File: src/rtl/scic_mem_arbiter.sv
// Round-robin CPU / I/O arbiter for the shared SCIC memory with CPU lock; counters under SCIC_ARB_STATS_EN.
// Command registered one cycle after req, read data one cycle after command; a losing port just holds req.
module scic_mem_arbiter #(
  parameter int ADDR_W   = 8,
  parameter int DATA_W   = 16,
  parameter int LOCK_MAX = 8
) (
  input  logic              clock,
  input  logic              reset,
  input  logic              cpu_req,
  input  logic              cpu_we,
  input  logic [ADDR_W-1:0] cpu_addr,
  input  logic [DATA_W-1:0] cpu_wdata,
  input  logic              cpu_lock,
  output logic              cpu_gnt,
  output logic              cpu_rvalid,
  output logic [DATA_W-1:0] cpu_rdata,
  input  logic              io_req,
  input  logic              io_we,
  input  logic [ADDR_W-1:0] io_addr,
  input  logic [DATA_W-1:0] io_wdata,
  output logic              io_gnt,
  output logic              io_rvalid,
  output logic [DATA_W-1:0] io_rdata,
  output logic              mem_en,
  output logic              mem_we,
  output logic [ADDR_W-1:0] mem_addr,
  output logic [DATA_W-1:0] mem_wdata,
  input  logic [DATA_W-1:0] mem_rdata,
  output logic [15:0]       stat_cpu_cnt,
  output logic [15:0]       stat_io_cnt,
  output logic [15:0]       stat_conflict_cnt
);

  localparam int CNT_W = $clog2(LOCK_MAX + 1);

  typedef enum logic {ST_UNLOCKED = 1'b0, ST_LOCKED = 1'b1} lock_state_e;

  lock_state_e       r_state, w_state_nxt;
  logic [CNT_W-1:0]  r_lock_cnt, w_lock_cnt_nxt;
  logic              r_last_io, w_last_io_nxt;
  logic              r_init;
  logic              r_cpu_gnt, r_io_gnt;
  logic              r_mem_en, r_mem_we;
  logic [ADDR_W-1:0] r_mem_addr;
  logic [DATA_W-1:0] r_mem_wdata;
  logic              r_cpu_pend, r_io_pend;
  logic              r_cpu_rvalid, r_io_rvalid;
  logic [DATA_W-1:0] r_cpu_rdata, r_io_rdata;
  logic              w_force, w_hold_lock;
  logic              w_cpu_elig, w_io_elig;
  logic              w_gnt_cpu, w_gnt_io;

  // Arbitration and lock next-state. r_init blanks the first edge after reset.
  always_comb begin
    w_force        = (r_state == ST_LOCKED) && (r_lock_cnt == CNT_W'(LOCK_MAX));
    w_hold_lock    = (r_state == ST_LOCKED) && cpu_lock && !w_force;
    w_cpu_elig     = cpu_req && !r_cpu_gnt && !r_init;
    w_io_elig      = io_req && !r_io_gnt && !w_hold_lock && !r_init;
    w_gnt_cpu      = 1'b0;
    w_gnt_io       = 1'b0;
    w_last_io_nxt  = r_last_io;
    w_state_nxt    = r_state;
    w_lock_cnt_nxt = r_lock_cnt;

    if (w_cpu_elig && w_io_elig) begin
      if (w_force || !r_last_io) begin
        w_gnt_io      = 1'b1;
        w_last_io_nxt = 1'b1;
      end else begin
        w_gnt_cpu     = 1'b1;
        w_last_io_nxt = 1'b0;
      end
    end else if (w_cpu_elig) begin
      w_gnt_cpu = 1'b1;
    end else if (w_io_elig) begin
      w_gnt_io = 1'b1;
    end

    case (r_state)
      ST_UNLOCKED: begin
        if (w_gnt_cpu && cpu_lock) begin
          w_state_nxt    = ST_LOCKED;
          w_lock_cnt_nxt = '0;
        end
      end
      ST_LOCKED: begin
        if (!cpu_lock || w_force) begin
          w_state_nxt    = ST_UNLOCKED;
          w_lock_cnt_nxt = '0;
        end else begin
          w_lock_cnt_nxt = r_lock_cnt + CNT_W'(1);
        end
      end
      default: begin
        w_state_nxt    = ST_UNLOCKED;
        w_lock_cnt_nxt = '0;
      end
    endcase
  end

  always_ff @(posedge clock or posedge reset) begin
    if (reset) begin
      r_state    <= ST_UNLOCKED;
      r_lock_cnt <= '0;
      r_last_io  <= 1'b1;
      r_init     <= 1'b1;
    end else begin
      r_state    <= w_state_nxt;
      r_lock_cnt <= w_lock_cnt_nxt;
      r_last_io  <= w_last_io_nxt;
      r_init     <= 1'b0;
    end
  end

  always_ff @(posedge clock or posedge reset) begin
    if (reset) begin
      r_cpu_gnt    <= 1'b0;
      r_io_gnt     <= 1'b0;
      r_mem_en     <= 1'b0;
      r_mem_we     <= 1'b0;
      r_mem_addr   <= '0;
      r_mem_wdata  <= '0;
      r_cpu_pend   <= 1'b0;
      r_io_pend    <= 1'b0;
      r_cpu_rvalid <= 1'b0;
      r_io_rvalid  <= 1'b0;
      r_cpu_rdata  <= '0;
      r_io_rdata   <= '0;
    end else begin
      r_cpu_gnt <= w_gnt_cpu;
      r_io_gnt  <= w_gnt_io;
      r_mem_en  <= w_gnt_cpu || w_gnt_io;
      if (w_gnt_cpu) begin
        r_mem_we    <= cpu_we;
        r_mem_addr  <= cpu_addr;
        r_mem_wdata <= cpu_wdata;
      end else if (w_gnt_io) begin
        r_mem_we    <= io_we;
        r_mem_addr  <= io_addr;
        r_mem_wdata <= io_wdata;
      end else begin
        r_mem_we <= 1'b0;
      end
      // Read tags follow the command by one cycle, matching the macro latency.
      r_cpu_pend   <= w_gnt_cpu && !cpu_we;
      r_io_pend    <= w_gnt_io && !io_we;
      r_cpu_rvalid <= r_cpu_pend;
      r_io_rvalid  <= r_io_pend;
      if (r_cpu_rvalid) r_cpu_rdata <= mem_rdata;
      if (r_io_rvalid)  r_io_rdata  <= mem_rdata;
    end
  end

  assign cpu_gnt    = r_cpu_gnt;
  assign io_gnt     = r_io_gnt;
  assign mem_en     = r_mem_en;
  assign mem_we     = r_mem_we;
  assign mem_addr   = r_mem_addr;
  assign mem_wdata  = r_mem_wdata;
  assign cpu_rvalid = r_cpu_rvalid;
  assign io_rvalid  = r_io_rvalid;
  assign cpu_rdata  = r_cpu_rvalid ? mem_rdata : r_cpu_rdata;
  assign io_rdata   = r_io_rvalid ? mem_rdata : r_io_rdata;

`ifdef SCIC_ARB_STATS_EN
  logic [15:0] r_stat_cpu, r_stat_io, r_stat_conf;
  logic        w_conflict;

  assign w_conflict = (cpu_req && !r_cpu_gnt) || (io_req && !r_io_gnt);

  always_ff @(posedge clock or posedge reset) begin
    if (reset) begin
      r_stat_cpu  <= '0;
      r_stat_io   <= '0;
      r_stat_conf <= '0;
    end else begin
      if (r_cpu_gnt && (r_stat_cpu != 16'hFFFF))   r_stat_cpu  <= r_stat_cpu + 16'd1;
      if (r_io_gnt && (r_stat_io != 16'hFFFF))     r_stat_io   <= r_stat_io + 16'd1;
      if (w_conflict && (r_stat_conf != 16'hFFFF)) r_stat_conf <= r_stat_conf + 16'd1;
    end
  end

  assign stat_cpu_cnt      = r_stat_cpu;
  assign stat_io_cnt       = r_stat_io;
  assign stat_conflict_cnt = r_stat_conf;
`else
  assign stat_cpu_cnt      = 16'd0;
  assign stat_io_cnt       = 16'd0;
  assign stat_conflict_cnt = 16'd0;
`endif

endmodule

File: config.mk
export PLATFORM = sky130hd
export DESIGN_NAME = scic_mem_arbiter
export DESIGN_NICKNAME = d
export VERILOG_FILES = /design/src/rtl/scic_mem_arbiter.sv
export SDC_FILE = /design/constraint.sdc
export NUM_CORES = 1
export LEC_CHECK = 0
export ABC_CLOCK_PERIOD_IN_PS = 5500
export BUFFER_PORTS_ARGS = -buffer_cell sky130_fd_sc_hd__buf_2
export CORE_MARGIN = 3
export CORE_UTILIZATION = 29
export DETAILED_ROUTE_END_ITERATION = 7
export HOLD_SLACK_MARGIN = 0.05
export SETUP_SLACK_MARGIN = 0.2
export SYNTH_ARGS = -nofsm -noshare
export SYNTH_HDL_FRONTEND = slang
export SYNTH_SLANG_ARGS = --single-unit
File: constraint.sdc
create_clock -name clock -period 5.5 [get_ports clock]
set_input_delay 1.1 -clock clock [delete_from_list [all_inputs] [get_ports clock]]
set_output_delay 1.1 -clock clock [all_outputs]
set_load 0.05 [all_outputs]
==> results.md, run 1 <==
- Result of the run: complete, no violations
- Max clock buf depth: 2
- Maximum resistive drop on vdd: 144 uV
- Overall track demand over capacity in global routing: 11.0%
- Largest fanout on the critical path: 27
- Effective utilization at floorplan: 30.0%
- Static power due to leakage: 2.34 nW
- Vias in the first global route: 2406
- Maximum number of pins on one net before global-route repair: 72
- Setup-violating endpoint count in the final report: 0
- Clock transition at the registers of the reported paths: 0.06 ns
- Yosys warning total: 0
- Layout Nets: 508
- Final period utilization: 58.2%
- Final hold viol count: 0
- Count of routing violations after the opening detailed-route iteration: 89
- Number of detailed-route iterations in the first pass: 4
- Routed Wire Length: 7.34 mm
- Vert. Die Dim: 115 um
- Final critical-path required period: 3.20 ns
- Floorplan die area: 13300 um^2
- Worst-Margin Slew: 1.10 ns
- Buffer type at the clock tree root: sky130_fd_sc_hd__clkbuf_16
- Sum of internal, switching and leakage power: 2.01 mW
- Most common library cells after synthesis: sky130_fd_sc_hd__nand2_1, sky130_fd_sc_hd__dfrtp_1, sky130_fd_sc_hd__buf_4
- Vias: 2377
- Proportion of netlist area held by the largest area contributor: 50.0%
- Number of storage elements in the synthesis netlist: 71
- I/O pin count: 181
- Final routed DRC violation total: 0
- Maxcap violations: 0
- Initial antenna violation count: 0
- Gate family responsible for the most delay along the worst path: compound AO/OA/AOI/OAI gates
- Core ar.: 11500 um^2
- Count of hold-fix buffers inserted at cts: 0
- Quantity of gates resized following cts: 0
- HPWL Detailed: 5.37 mm
- Count of distinct cell types in the synthesized netlist: 32
- Leftover overflow at the end of global routing: 0
- Ordered cell list for the critical path: buf_2 -> or3b_1 -> o21ai_4 -> mux2_2
- Sum of negative setup slack: 0 ns
- Most frequent cell after synthesis: sky130_fd_sc_hd__nand2_1
- Number of nets with antenna violations after detailed routing: 0
- Number of buffers and inverters on the critical path: 1
- TritonCTS clock tree: built
- Power density relative to cell area: 460 nW/um^2
- Min-delay worst type: flip-flop to flip-flop
- Num Clock Sinks: 71
- Minimum hold slack: 0.345 ns
- Data arrival time at the worst-slack endpoint: 3.41 ns
- Unrepaired setup endpoints after global routing: false
- Area added between synthesis and finish: 26.2%
- Number of enable-type register cells in the synthesized netlist: 0
- Wire length of the first global-routing pass: 11.4 mm
- Fillers: 1176
- Cell with the largest stage delay on the worst path: sky130_fd_sc_hd__o21ai_4
- Inserted Clock Buffers: 9
- Routed wire per std cell: 12.6 um
- Dominant register cell in the synthesized netlist: sky130_fd_sc_hd__dfrtp_1
- Critical Path Max Stage Delay: 1.00 ns
- CTS H-Tree Depth: 3
- Path type of the worst setup path: input port to flip-flop
- Synth Cell Area: 3450 um^2
- Die Span X: 115 um
- Area of placed instances: 4070 um^2
- Startpoint kind of the worst setup timing path: input port
- Non-Filler Instances: 583
- Gate count after technology mapping: 302
- Clock insertion delay at the later pin of the skew report: 0.33 ns
- Port Buffers: 132
- Data required time of the critical path: 5.70 ns
- Number of rows in the core area: 39
- # diodes: 0
- Post-DR vias/cell: 4.08
- Final instance area: 4360 um^2
- Clock Skews: 0.00662 ns
- Sequential fraction of the synthesis area: 51.5%
- Fraction of layout instances using a drive strength above 1: 48.2%
- Fraction of registers with async set or reset after synthesis: 100%
- Weighted congestion reported at the end of routability-driven placement: 0.702
- Post-CTS Setup Repair Bufs: 0
- Biggest area contributors in the synthesized netlist: sky130_fd_sc_hd__dfrtp_1, sky130_fd_sc_hd__mux2_2, sky130_fd_sc_hd__buf_4
- Crit path capture type: flip-flop
- Worst rel slew slack: 26.7%
- Post-synthesis area per instance: 11.4 um^2
- Biggest area consumer among synthesized cells: sky130_fd_sc_hd__dfrtp_1
- Final-report max-slew violation count: 0
- Total instance count after detailed placement: 567
- Fmax: 312 MHz
-- per-stage QoR --
| stage | util [%] | setup WS, ns |
|---|---|---|
| after floorplan | - | 2.61 |
| after global placement | 35.3 | 1.90 |
| after detailed placement | 35.3 | 1.97 |
| after CTS | 37.8 | 2.27 |
| after global routing | 37.8 | 2.15 |
| final | 37.8 | 2.30 |
-- worst paths after layout --
| kind | startpoint | end | slack, ns | cells after the start |
|---|---|---|---|---|
| max | cpu_req | mem_addr[5] | 2.30 | 4 |
| min | r_io_pend | io_rvalid | 0.35 | 0 |
| max reg2reg | cpu_gnt | mem_addr[5] | 2.71 | 3 |
| min reg2reg | r_io_pend | io_rvalid | 0.35 | 0 |
| max in group asynchronous | reset | mem_en | 3.87 | 3 |
| min in group asynchronous | reset | r_io_rdata[14] | 1.04 | 3 |
-- sequential cells by signal, indices dropped and copies added, names as in the netlist, 4 cells and up --
name         cells
r_cpu_rdata     16
mem_addr         8
r_lock_cnt       4
r_io_rdata      16
mem_wdata       16
-- worst reg2reg max path, stage by stage (launching register included) --
cell and delay, ns:
sky130_fd_sc_hd__dfrtp_1 0.41, sky130_fd_sc_hd__or3b_1 0.81, sky130_fd_sc_hd__o21ai_4 1.01, sky130_fd_sc_hd__mux2_2 0.44
-- layer usage --
metal,global-route usage [%],vias to the layer above,share of wire (%)
met1,11.9,1107,38
met2,19.3,100,52
met3,3.58,9,7.5
met5,0,-,0
met4,5.63,0,2.2
li1,-,1161,-
-- cells in the final DEF (no fill, tap or decap), types with 2 or more instances in the layout --
cell type,netlist,routed
sky130_fd_sc_hd__buf_2,1,132
sky130_fd_sc_hd__nand2_1,81,81
sky130_fd_sc_hd__dfrtp_1,69,69
sky130_fd_sc_hd__conb_1,1,49
sky130_fd_sc_hd__mux2_2,39,39
sky130_fd_sc_hd__mux2_4,18,18
sky130_fd_sc_hd__clkbuf_16,0,9
sky130_fd_sc_hd__o21ai_0,5,5
sky130_fd_sc_hd__inv_1,4,3
sky130_fd_sc_hd__clkinv_2,0,3
sky130_fd_sc_hd__nor2_1,2,2
sky130_fd_sc_hd__or3b_1,2,2
sky130_fd_sc_hd__inv_2,1,2
sky130_fd_sc_hd__nand3_1,2,2
sky130_fd_sc_hd__a31oi_1,2,2
sky130_fd_sc_hd__nor3_1,2,2
sky130_fd_sc_hd__ha_1,2,2
sky130_fd_sc_hd__clkbuf_1,7,2
sky130_fd_sc_hd__dfstp_2,2,2
-- logic make-up (layout without fill, tap and decap cells) --
kind of cell | after synthesis | after routing | share of synthesized area [%]
flops | 71 | 71 | 51.5
buf+inv | 64 | 154 | 12.8
simple gates | 94 | 94 | 11.4
mux | 57 | 57 | 20.5
fa+ha+maj | 2 | 2 | 0.725
compound gates | 13 | 13 | 2.93
other cells | 1 | 49 | 0.109
-- final cells by class --
cell class              instances  area (um^2)  share of cell area (%)
clock inverters                 4         45.0                    1.03
flip-flops and latches         71         1780                    40.8
repair buffers                133          668                    15.3
multi-input cells             215         1420                    32.6
well taps                     143          179                    4.11
inverters                       5         18.8                   0.431
clock buffers                  12          246                    5.66
-- power by group --
part	internal, mW	leakage, nW	switching [mW]
logic	0.199	1.33	0.565
registers	0.630	0.865	0.0447
clock network	0.361	0.146	0.206
No activity file was read; power rests on OpenSTA's default activity.
==> run 2, diff against run 1 <==
--- a/config.mk
+++ b/config.mk
@@ -5,7 +5,7 @@
 export SDC_FILE = /design/constraint.sdc
 export NUM_CORES = 1
 export LEC_CHECK = 0
-export ABC_CLOCK_PERIOD_IN_PS = 5500
+export ABC_CLOCK_PERIOD_IN_PS = 2700
 export BUFFER_PORTS_ARGS = -buffer_cell sky130_fd_sc_hd__buf_2
 export CORE_MARGIN = 3
 export CORE_UTILIZATION = 29
==> constraint.sdc (replaced) <==
create_clock -name clock -period 2.7 [get_ports clock]
set_input_delay 0.54 -clock clock [delete_from_list [all_inputs] [get_ports clock]]
set_output_delay 0.54 -clock clock [all_outputs]
set_load 0.05 [all_outputs]
==> run 2 against run 1 <==
- critical path depth is 2 lower
- critical endpoint is now cpu_rdata[9]
- flip-flop and latch count stayed put
- die area stayed put
- register-to-register slack worse by 2.0 ns
- worst hold slack worse by 0.053 ns
- clock-buffer cell count is 2 lower
- setup slack worse by 2.0 ns
- clock skew is 0.00061 ns lower
==> results.md, run 2 (synthesis gave the netlist of run 1 again) <==
- Most frequent cells in the layout: sky130_fd_sc_hd__buf_2, sky130_fd_sc_hd__nand2_1, sky130_fd_sc_hd__dfrtp_1, sky130_fd_sc_hd__conb_1, sky130_fd_sc_hd__mux2_2 (unchanged)
- Effective utilization at floorplan: 30.0% (unchanged)
- DR WL met2: 3.90 mm (was 3.82 mm)
- Final routed DRC violation total: 0 (unchanged)
- Max clock buf depth: 2 (unchanged)
- Sequential share of power: 33.7% (was 33.6%)
- Vias in the first global route: 2457 (was 2406)
- Static power due to leakage: 2.36 nW (was 2.34 nW)
- Routed wire length on met3: 454 um (was 547 um)
- Combinational share of power: 38.3% (was 38.1%)
- R2r worst-path depth: 7 (was 3)
- Worst rel slew slack: 49.1% (was 26.7%)
- Buffer type at the clock tree root: sky130_fd_sc_hd__clkbuf_16 (unchanged)
- Leftover overflow at the end of global routing: 0 (unchanged)
- Path type of the worst setup path: flip-flop to output port (was input port to flip-flop)
- CTS H-Tree Depth: 3 (unchanged)
- Min-delay worst type: input port to async pin (was flip-flop to flip-flop)
- Post-CTS Setup Repair Bufs: 0 (unchanged)
- Setup-violating endpoint count in the final report: 0 (unchanged)
- Clock share of power: 28.0% (was 28.3%)
- Vias: 2405 (was 2377)
- Vert. Die Dim: 115 um (unchanged)
- Fillers: 1170 (was 1176)
- HPWL Detailed: 5.44 mm (was 5.37 mm)
- Largest fanout on the critical path: 17 (was 27)
- Weighted congestion reported at the end of routability-driven placement: 0.702 (about the same)
- Routed Wire Length: 7.47 mm (was 7.34 mm)
- Startpoint of the most critical register-to-register path: r_lock_cnt[0] (was cpu_gnt)
- Worst setup slack for register-to-register paths: 0.76 ns (was 2.71 ns)
- Final-report max-slew violation count: 0 (unchanged)
- Power density relative to cell area: 926 nW/um^2 (was 460 nW/um^2)
- Final period utilization: 87.3%
- Final hold viol count: 0 (unchanged)
- Core ar.: 11500 um^2 (unchanged)
- Final critical-path required period: 2.36 ns
- Maximum resistive drop on vdd: 267 uV (was 144 uV)
- Worst-Margin Slew: 0.763 ns (was 1.10 ns)
- # diodes: 0 (unchanged)
- Highest signal layer in the routed design: met4 (unchanged)
- Placement-stage worst setup slack: 0.645 ns (was 1.97 ns)
- Startpoint kind of the worst setup timing path: flip-flop (was input port)
- Storage element area: 1780 um^2 (unchanged)
- Post-DR vias/cell: 4.10 (was 4.08)
- Reg-to-reg critical path endpoint: mem_wdata[9] (was mem_addr[5])
- Wire length of the first global-routing pass: 11.5 mm (was 11.4 mm)
- Proportion of total power due to net switching: 41.0% (was 40.7%)
- Clock Skews: 0.00602 ns (was 0.00662 ns)
- Die Span X: 115 um (unchanged)
- Data required time of the critical path: 2.16 ns (was 5.70 ns)
- Number of nets with antenna violations after detailed routing: 0 (unchanged)
- Fraction of layout instances using a drive strength above 1: 48.8% (was 48.2%)
- Clock transition at the registers of the reported paths: 0.06 ns (about the same)
- Multi-input logic area: 1420 um^2 (unchanged)
- Result of the run: complete, no violations (unchanged)
- Destination of the critical timing path: cpu_rdata[9] (was mem_addr[5])
- Unrepaired setup endpoints after global routing: false (unchanged)
- Crit path capture type: output port (was flip-flop)
- Post-route worst setup slack: 0.342 ns (was 2.30 ns)
- Initial antenna violation count: 0 (unchanged)
- Internal: 2.40 mW (was 1.19 mW)
- Count of hold-fix buffers inserted at cts: 0 (unchanged)
- Layout Nets: 511 (was 508)
- Area added between synthesis and finish: 27.5% (was 26.2%)
- Inserted Clock Buffers: 9 (unchanged)
- Routed wire per std cell: 12.7 um (was 12.6 um)
- TritonCTS clock tree: built (unchanged)
- Switching power summed over all nets: 1.67 mW (was 0.816 mW)
- Fmax: 424 MHz
- Launch point of the worst path: cpu_rvalid (was cpu_req)
- I/O pin count: 181 (unchanged)
- Maximum number of pins on one net before global-route repair: 72 (unchanged)
- Number of detailed-route iterations in the first pass: 4 (unchanged)
- Length of routed wiring on met1: 2.94 mm (was 2.80 mm)
- Data arrival time at the worst-slack endpoint: 1.82 ns (was 3.41 ns)
- Quantity of gates resized following cts: 0 (unchanged)
- Floorplan die area: 13300 um^2 (unchanged)
- Number of rows in the core area: 39 (unchanged)
- Port Buffers: 132 (unchanged)
- Clock insertion delay at the later pin of the skew report: 0.33 ns (about the same)
- Sum of negative setup slack: 0 ns (unchanged)
- Most common cell after layout, fill and taps aside: sky130_fd_sc_hd__buf_2 (unchanged)
- Maxcap violations: 0 (unchanged)
- Count of routing violations after the opening detailed-route iteration: 89 (unchanged)
- Num Clock Sinks: 71 (unchanged)
- Overall track demand over capacity in global routing: 11.1% (was 11.0%)
run 2: cell count changes in the layout (fill, tap and decap cells not counted), sizes merged:
cell	before	now
buf	133	136
clkbuf	12	10
clkinv	3	4
clkinvlp	0	1
run 2: per-stage QoR:
step                hold WS, ns  cell area, um^2  util, %  std cells  power, mW
floorplan                 0.331             3630        -        350       2.69
global placement          0.335             4110     35.7        570       2.94
detailed placement        0.335             4110     35.7        570       2.97
CTS                       0.300             4400     38.2        586       4.15
global route              0.316             4400     38.2        586       4.29
finish                    0.293             4400     38.2        586       4.08
run 2: critical path: stages, from the launching register on:
cell and delay (ns):
sky130_fd_sc_hd__dfrtp_1 0.84, sky130_fd_sc_hd__mux2_2 0.43, sky130_fd_sc_hd__buf_2 0.22
run 2: power by group through the flow:
stage / clock network (mW) / logic [mW] / registers (mW)
finish: 1.14 / 1.56 / 1.37
global placement: 0 / 1.56 / 1.38
detailed placement: 0 / 1.58 / 1.39
global route: 1.24 / 1.65 / 1.40
CTS: 1.19 / 1.58 / 1.38
floorplan: 0 / 1.05 / 1.63
run 2: cell type report:
cell class / count / area share [%]
Sequential cell: 71 / 40.4
Multi-Input combinational cell: 215 / 32.3
Timing Repair Buffer: 136 / 16.3
Clock buffer: 10 / 5.20
Tap cell: 143 / 4.06
Clock inverter: 6 / 1.39
Inverter: 5 / 0.426
run 2: worst min path at each step:
stage,cells past startpoint,slack (ns),endpoint
5_1_grt,3,0.32,r_io_rdata[11]
6_report,3,0.29,r_cpu_rdata[14]
2_1_floorplan,0,0.33,cpu_rvalid
3_5_place_dp,0,0.33,io_rvalid
3_3_place_gp,0,0.33,io_rvalid
4_1_cts,3,0.30,r_io_rdata[11]
run 2: metal layers:
layer / track usage, % / vias to the layer above
li1: - / 1162
met1: 12.5 / 1140
met2: 19.4 / 92
met3: 2.21 / 11
met4: 6.10 / 0
met5: 0 / -
